## config.mk

```make
export PLATFORM = sky130hd
export DESIGN_NAME = move_entry
export DESIGN_NICKNAME = d
export VERILOG_FILES = /design/src/rtl/ttt_pkg.sv /design/src/rtl/debounce.sv /design/src/rtl/move_entry.sv
export SDC_FILE = /design/constraint.sdc
export NUM_CORES = 1
export LEC_CHECK = 0
export ABC_CLOCK_PERIOD_IN_PS = 3480
export CAP_MARGIN = 30
export CELL_PAD_IN_SITES_DETAIL_PLACEMENT = 2
export CELL_PAD_IN_SITES_GLOBAL_PLACEMENT = 2
export CORE_UTILIZATION = 42
export CTS_BUF_LIST = sky130_fd_sc_hd__clkbuf_8
export DETAILED_ROUTE_END_ITERATION = 12
export PLACE_DENSITY = 0.92
export REMOVE_ABC_BUFFERS = 1
export SKIP_CTS_REPAIR_TIMING = 1
export SLEW_MARGIN = 20
export SYNTH_ARGS = -nofsm -noshare
export SYNTH_HDL_FRONTEND = slang
export SYNTH_SLANG_ARGS = --single-unit
export TNS_END_PERCENT = 20
```

## constraint.sdc

```tcl
create_clock -name clk -period 3.48 [get_ports clk]
set_input_delay 0.696 -clock clk [delete_from_list [all_inputs] [get_ports clk]]
set_output_delay 0.696 -clock clk [all_outputs]
set_load 0.01 [all_outputs]
```

## src/rtl/ttt_pkg.sv

```systemverilog
// ttt_pkg: shared constants for the tic-tac-toe move-entry front end
package ttt_pkg;
    localparam int GRID_SQUARES   = 9;
    localparam int DEBOUNCE_SIM   = 4;
    localparam int DEBOUNCE_BOARD = 50000;
    localparam logic [0:0] ST_IDLE     = 1'b0;
    localparam logic [0:0] ST_WAIT_REL = 1'b1;
    function automatic logic multi_set(input logic [GRID_SQUARES-1:0] v);
        int n;
        n = 0;
        for (int i = 0; i < GRID_SQUARES; i++) n += int'(v[i]);
        return n >= 2;
    endfunction
endpackage

```

## src/rtl/debounce.sv

```systemverilog
// debounce: 2-flop synchroniser plus shared-counter debouncer for a WIDTH-bit vector
module debounce #(
    parameter int WIDTH           = 1,
    parameter int DEBOUNCE_CYCLES = 4,
    parameter int CNT_W           = 16
) (
    input  logic             clk,
    input  logic             reset,
    input  logic [WIDTH-1:0] raw,
    output logic [WIDTH-1:0] level
);
    logic [WIDTH-1:0] s1, s2, s2_d;
    logic [CNT_W-1:0] cnt;
    logic differ, changed, done;
    assign differ  = s2 != level;
    assign changed = s2 != s2_d;
    assign done    = cnt == CNT_W'(DEBOUNCE_CYCLES - 1);
    // any movement of the synced vector restarts the count, so level only loads a settled vector
    always_ff @(posedge clk or negedge reset)
        if (!reset) begin
            s1    <= '0;
            s2    <= '0;
            s2_d  <= '0;
            cnt   <= '0;
            level <= '0;
        end else begin
            s1   <= raw;
            s2   <= s1;
            s2_d <= s2;
            if (!differ || changed) cnt <= '0;
            else if (done) begin
                cnt   <= '0;
                level <= s2;
            end else cnt <= cnt + 1'b1;
        end
endmodule

```

## src/rtl/move_entry.sv

```systemverilog
// move_entry: conditions board switches and player buttons into single-cycle move strobes
module move_entry
    import ttt_pkg::*;
#(
    parameter int DEBOUNCE_CYCLES = DEBOUNCE_SIM,
    parameter int CNT_W           = 16
) (
    input  logic                    clk,
    input  logic                    reset,
    input  logic [GRID_SQUARES-1:0] raw_sel,
    input  logic                    raw_buttonX,
    input  logic                    raw_buttonO,
    output logic [GRID_SQUARES-1:0] sel_pos,
    output logic                    buttonX,
    output logic                    buttonO,
    output logic                    multi_sel,
    output logic                    busy
);
    logic db_x, db_o, db_x_d1, db_o_d1, rise_x, rise_o;
    logic [GRID_SQUARES-1:0] db_sel;
    logic [0:0] state;
    debounce #(.WIDTH(1), .DEBOUNCE_CYCLES(DEBOUNCE_CYCLES), .CNT_W(CNT_W)) u_db_x (
        .clk(clk), .reset(reset), .raw(raw_buttonX), .level(db_x)
    );
    debounce #(.WIDTH(1), .DEBOUNCE_CYCLES(DEBOUNCE_CYCLES), .CNT_W(CNT_W)) u_db_o (
        .clk(clk), .reset(reset), .raw(raw_buttonO), .level(db_o)
    );
    debounce #(.WIDTH(GRID_SQUARES), .DEBOUNCE_CYCLES(DEBOUNCE_CYCLES), .CNT_W(CNT_W)) u_db_sel (
        .clk(clk), .reset(reset), .raw(raw_sel), .level(db_sel)
    );
    assign rise_x = db_x & ~db_x_d1;
    assign rise_o = db_o & ~db_o_d1;
    assign busy   = state == ST_WAIT_REL;
    // rises while waiting for release are swallowed: the d1 flops keep tracking regardless of state
    always_ff @(posedge clk or negedge reset)
        if (!reset) begin
            db_x_d1   <= 1'b0;
            db_o_d1   <= 1'b0;
            state     <= ST_IDLE;
            buttonX   <= 1'b0;
            buttonO   <= 1'b0;
            sel_pos   <= '0;
            multi_sel <= 1'b0;
        end else begin
            db_x_d1   <= db_x;
            db_o_d1   <= db_o;
            multi_sel <= multi_set(db_sel);
            buttonX   <= state == ST_IDLE && rise_x;
            buttonO   <= state == ST_IDLE && rise_o;
            if (state == ST_IDLE && (rise_x || rise_o)) begin
                state   <= ST_WAIT_REL;
                sel_pos <= db_sel;
            end else if (state == ST_WAIT_REL && !db_x && !db_o) state <= ST_IDLE;
        end
endmodule

```

==> impl_metrics.tcl <==
set metrics [dict create \
    synth_common_cells "107 x dfrtp_1, 53 x nor2_1, 38 x xnor2_1" \
    antenna_left 0 \
    area_growth_syn_to_layout_pct 14.9 \
    status "complete, no violations" \
    slew_violations 0 \
    synth_cell_types 28 \
    synthCells 393 \
    die_h_um 105 \
    cts_max_level 3 \
    wl_um 12400 \
    end_kind "register" \
    gp_congestion 0.764 \
    critPathLaunchType "register" \
    routed_via_density 5.43 \
    power.switching_uw 543 \
    ctsRootBufferMaster "clkbuf_8" \
    yosysMostFrequentCell "dfrtp_1" \
    cts_buffer_depth 2 \
    hp-class "in2async" \
    power_frac_comb_pct 4.6 \
    dieWidth_um 105 \
    grt_max_degree 60 \
    cts_buffers 9 \
    cp_max_fo 3 \
    drv_cap 0 \
    finalSetupViolCount 0 \
    avgSynthCellArea_um2 11.3 \
    internal_power_uw 1710 \
    grt-ovfl-total 0 \
    io-pin-count 26 \
    routedWlPerCell_um 21.8 \
    synth_area_um2 4460 \
    async_flop_share_pct 100 \
    yosysWarnings 0 \
    ir_worst_vdd_mv 0.232 \
    cellPowerDensity_nw_per_um2 439 \
    synth-main-ff-cell "dfrtp_1" \
    fin_cells 569 \
    rows 37 \
    start_util_pct 43.2 \
    timing.final.hold_violations 0 \
    skew_ns 0.0182 \
    rsz0062_at_grt "no" \
    n_antenna_cell 0 \
    drive_gt1_share_pct 8.08 \
    maxSlewHeadroom_pct 47.9 \
    fmax_mhz 303 \
    cts.sinks 107 \
    p_sw_share_pct 24.1 \
    cts_tree "built" \
    antenna_found_initial 0 \
    clk_latency_ns 0.39 \
    grt_pass1_wl_um 20900 \
    layout.nets 451 \
    ys_top_cells_by_area "dfrtp_1 60%, xnor2_1 7.5%, nor2_1 4.5%, xor2_1 3.5%, mux2_2 2.8%" \
    core_area_um2 10300 \
    die_area_um2 11000 \
    vias 3088 \
    clk_pin_slew_ns 0.11 \
    seq_power_share_pct 57.7 \
    gr-usage-all-layers_pct 25.5 \
    ys_seq_area_share_pct 60.1 \
    synth_top_cell_area_share_pct 60.1 \
    p_leak_uw 0.00212 \
    drc 0 \
    synth_edf_count 0 \
    synth_seq_cells 107 \
    worstPathArrival_ns 3.58 \
    placed_cells 553 \
    p_clk_share_pct 37.7 \
    yosysTopAreaCell "dfrtp_1" \
    dpl.hpwl_um 8290 \
    grt_pass1_vias 3777 \
    crit_type "reg2reg" \
    tns_ns 0 \
    drt_iter0_drc 72 \
    period_share_pct 94.9 \
    min_period_ns 3.30 \
    port_buffers 25 \
    first_pass_iters 4 \
    required_ns 3.76 \
    tightest_slew_ns 0.782 \
]
==> cell usage in the layout (no fill, tap or decap), types with 4 or more instances in the layout <==
| master | netlist | routed |
|---|---|---|
| nor4_1 | 11 | 11 |
| a21oi_1 | 5 | 5 |
| nand3_1 | 20 | 20 |
| ha_1 | 5 | 5 |
| xnor2_1 | 38 | 38 |
| nor3_1 | 12 | 12 |
| nor3b_1 | 8 | 8 |
| clkdlybuf4s50_1 | 0 | 24 |
| xor2_1 | 18 | 18 |
| o21ai_0 | 17 | 17 |
| and3_1 | 6 | 6 |
| or3_1 | 4 | 4 |
| nand2_1 | 21 | 21 |
| dfrtp_1 | 107 | 107 |
| clkbuf_8 | 0 | 12 |
| inv_1 | 24 | 24 |
| mux2_2 | 11 | 11 |
| fa_1 | 5 | 5 |
| nor2_1 | 53 | 53 |
| nand4_1 | 13 | 13 |
==> path summary, 6_finish.rpt <==
kind / from / to / slack, ns / cells after the start
max reg2reg: u_db_sel.level[0]$_DFFE_PN0P_ / multi_sel$_DFF_PN0_ / 0.18 / 9
min in group clk: u_db_sel.s1[0]$_DFF_PN0_ / u_db_sel.s2[0]$_DFF_PN0_ / 0.37 / 0
min: reset / sel_pos[7]$_DFFE_PN0P_ / 0.36 / 1
min reg2reg: u_db_sel.s1[0]$_DFF_PN0_ / u_db_sel.s2[0]$_DFF_PN0_ / 0.37 / 0
max in group asynchronous: reset / u_db_x.cnt[3]$_DFF_PN0_ / 2.37 / 2
max: u_db_sel.level[0]$_DFFE_PN0P_ / multi_sel$_DFF_PN0_ / 0.18 / 9
==> kinds of logic (layout without fill, tap and decap cells) <==
logic type               Yosys count  after routing  share of synthesized area (%)
AO/OA/AOI/OAI                     24             24                           2.69
buffers and inverters             28             68                           2.39
XOR/XNOR                          56             56                           11.0
flip-flops                       107            107                           60.1
AND/OR/NAND/NOR                  157            157                           17.4
adder cells (fa/ha/maj)           10             10                           3.65
multiplexers                      11             11                           2.78
==> registers in the layout, indices dropped and copies added, names as in the netlist, 9 cells and up <==
register and flops:
u_db_sel.cnt 16, u_db_sel.s1 9, u_db_o.cnt 16, u_db_x.cnt 16
sel_pos 9, u_db_sel.level 9, u_db_sel.s2 9, u_db_sel.s2_d 9
==> through the flow <==
step	hold slack (ns)	instance area [um2]	utilization [%]	worst slack [ns]	total power, uW
2_1_floorplan	0.331	4440	-	0.490	1350
3_3_place_gp	0.333	4880	47.3	0.412	1410
3_5_place_dp	0.338	4900	47.5	0.186	1430
4_1_cts	0.375	5120	49.6	0.152	2270
5_1_grt	0.383	5120	49.6	0.0551	2320
6_report	0.363	5120	49.6	0.179	2250
==> per-layer routing <==
layer	track usage [%]	part of all wire, %	up-vias
li1	-	-	1389
met1	27.8	39	1606
met4	14.5	4.3	0
met5	0	0	-
met2	46.9	55	54
met3	4.12	2.0	39
==> area by class of cell <==
cell class | count | area [um2]
fill | 1042 | 5200
timing repair buffer | 28 | 287
clock inverter | 4 | 56.3
tap | 136 | 170
inverter | 24 | 90.1
multi-input combinational | 258 | 1680
sequential | 107 | 2680
clock buffer | 12 | 165
==> critical path: stages, from the launching register on <==
cell	delay, ns
dfrtp_1	0.41
inv_1	0.11
fa_1	0.59
fa_1	0.43
fa_1	0.50
inv_1	0.05
fa_1	0.41
fa_1	0.41
o21ai_0	0.19
nand2b_1	0.09
==> power by group through the flow <==
stage	clock, uW	sequential [uW]	combinational (uW)
floorplan	0	1310	32.6
global placement	0	1320	96.1
finish	849	1300	104
detailed placement	0	1320	105
CTS	866	1300	108
global route	904	1300	116
Power figures use the tool's default switching activity.
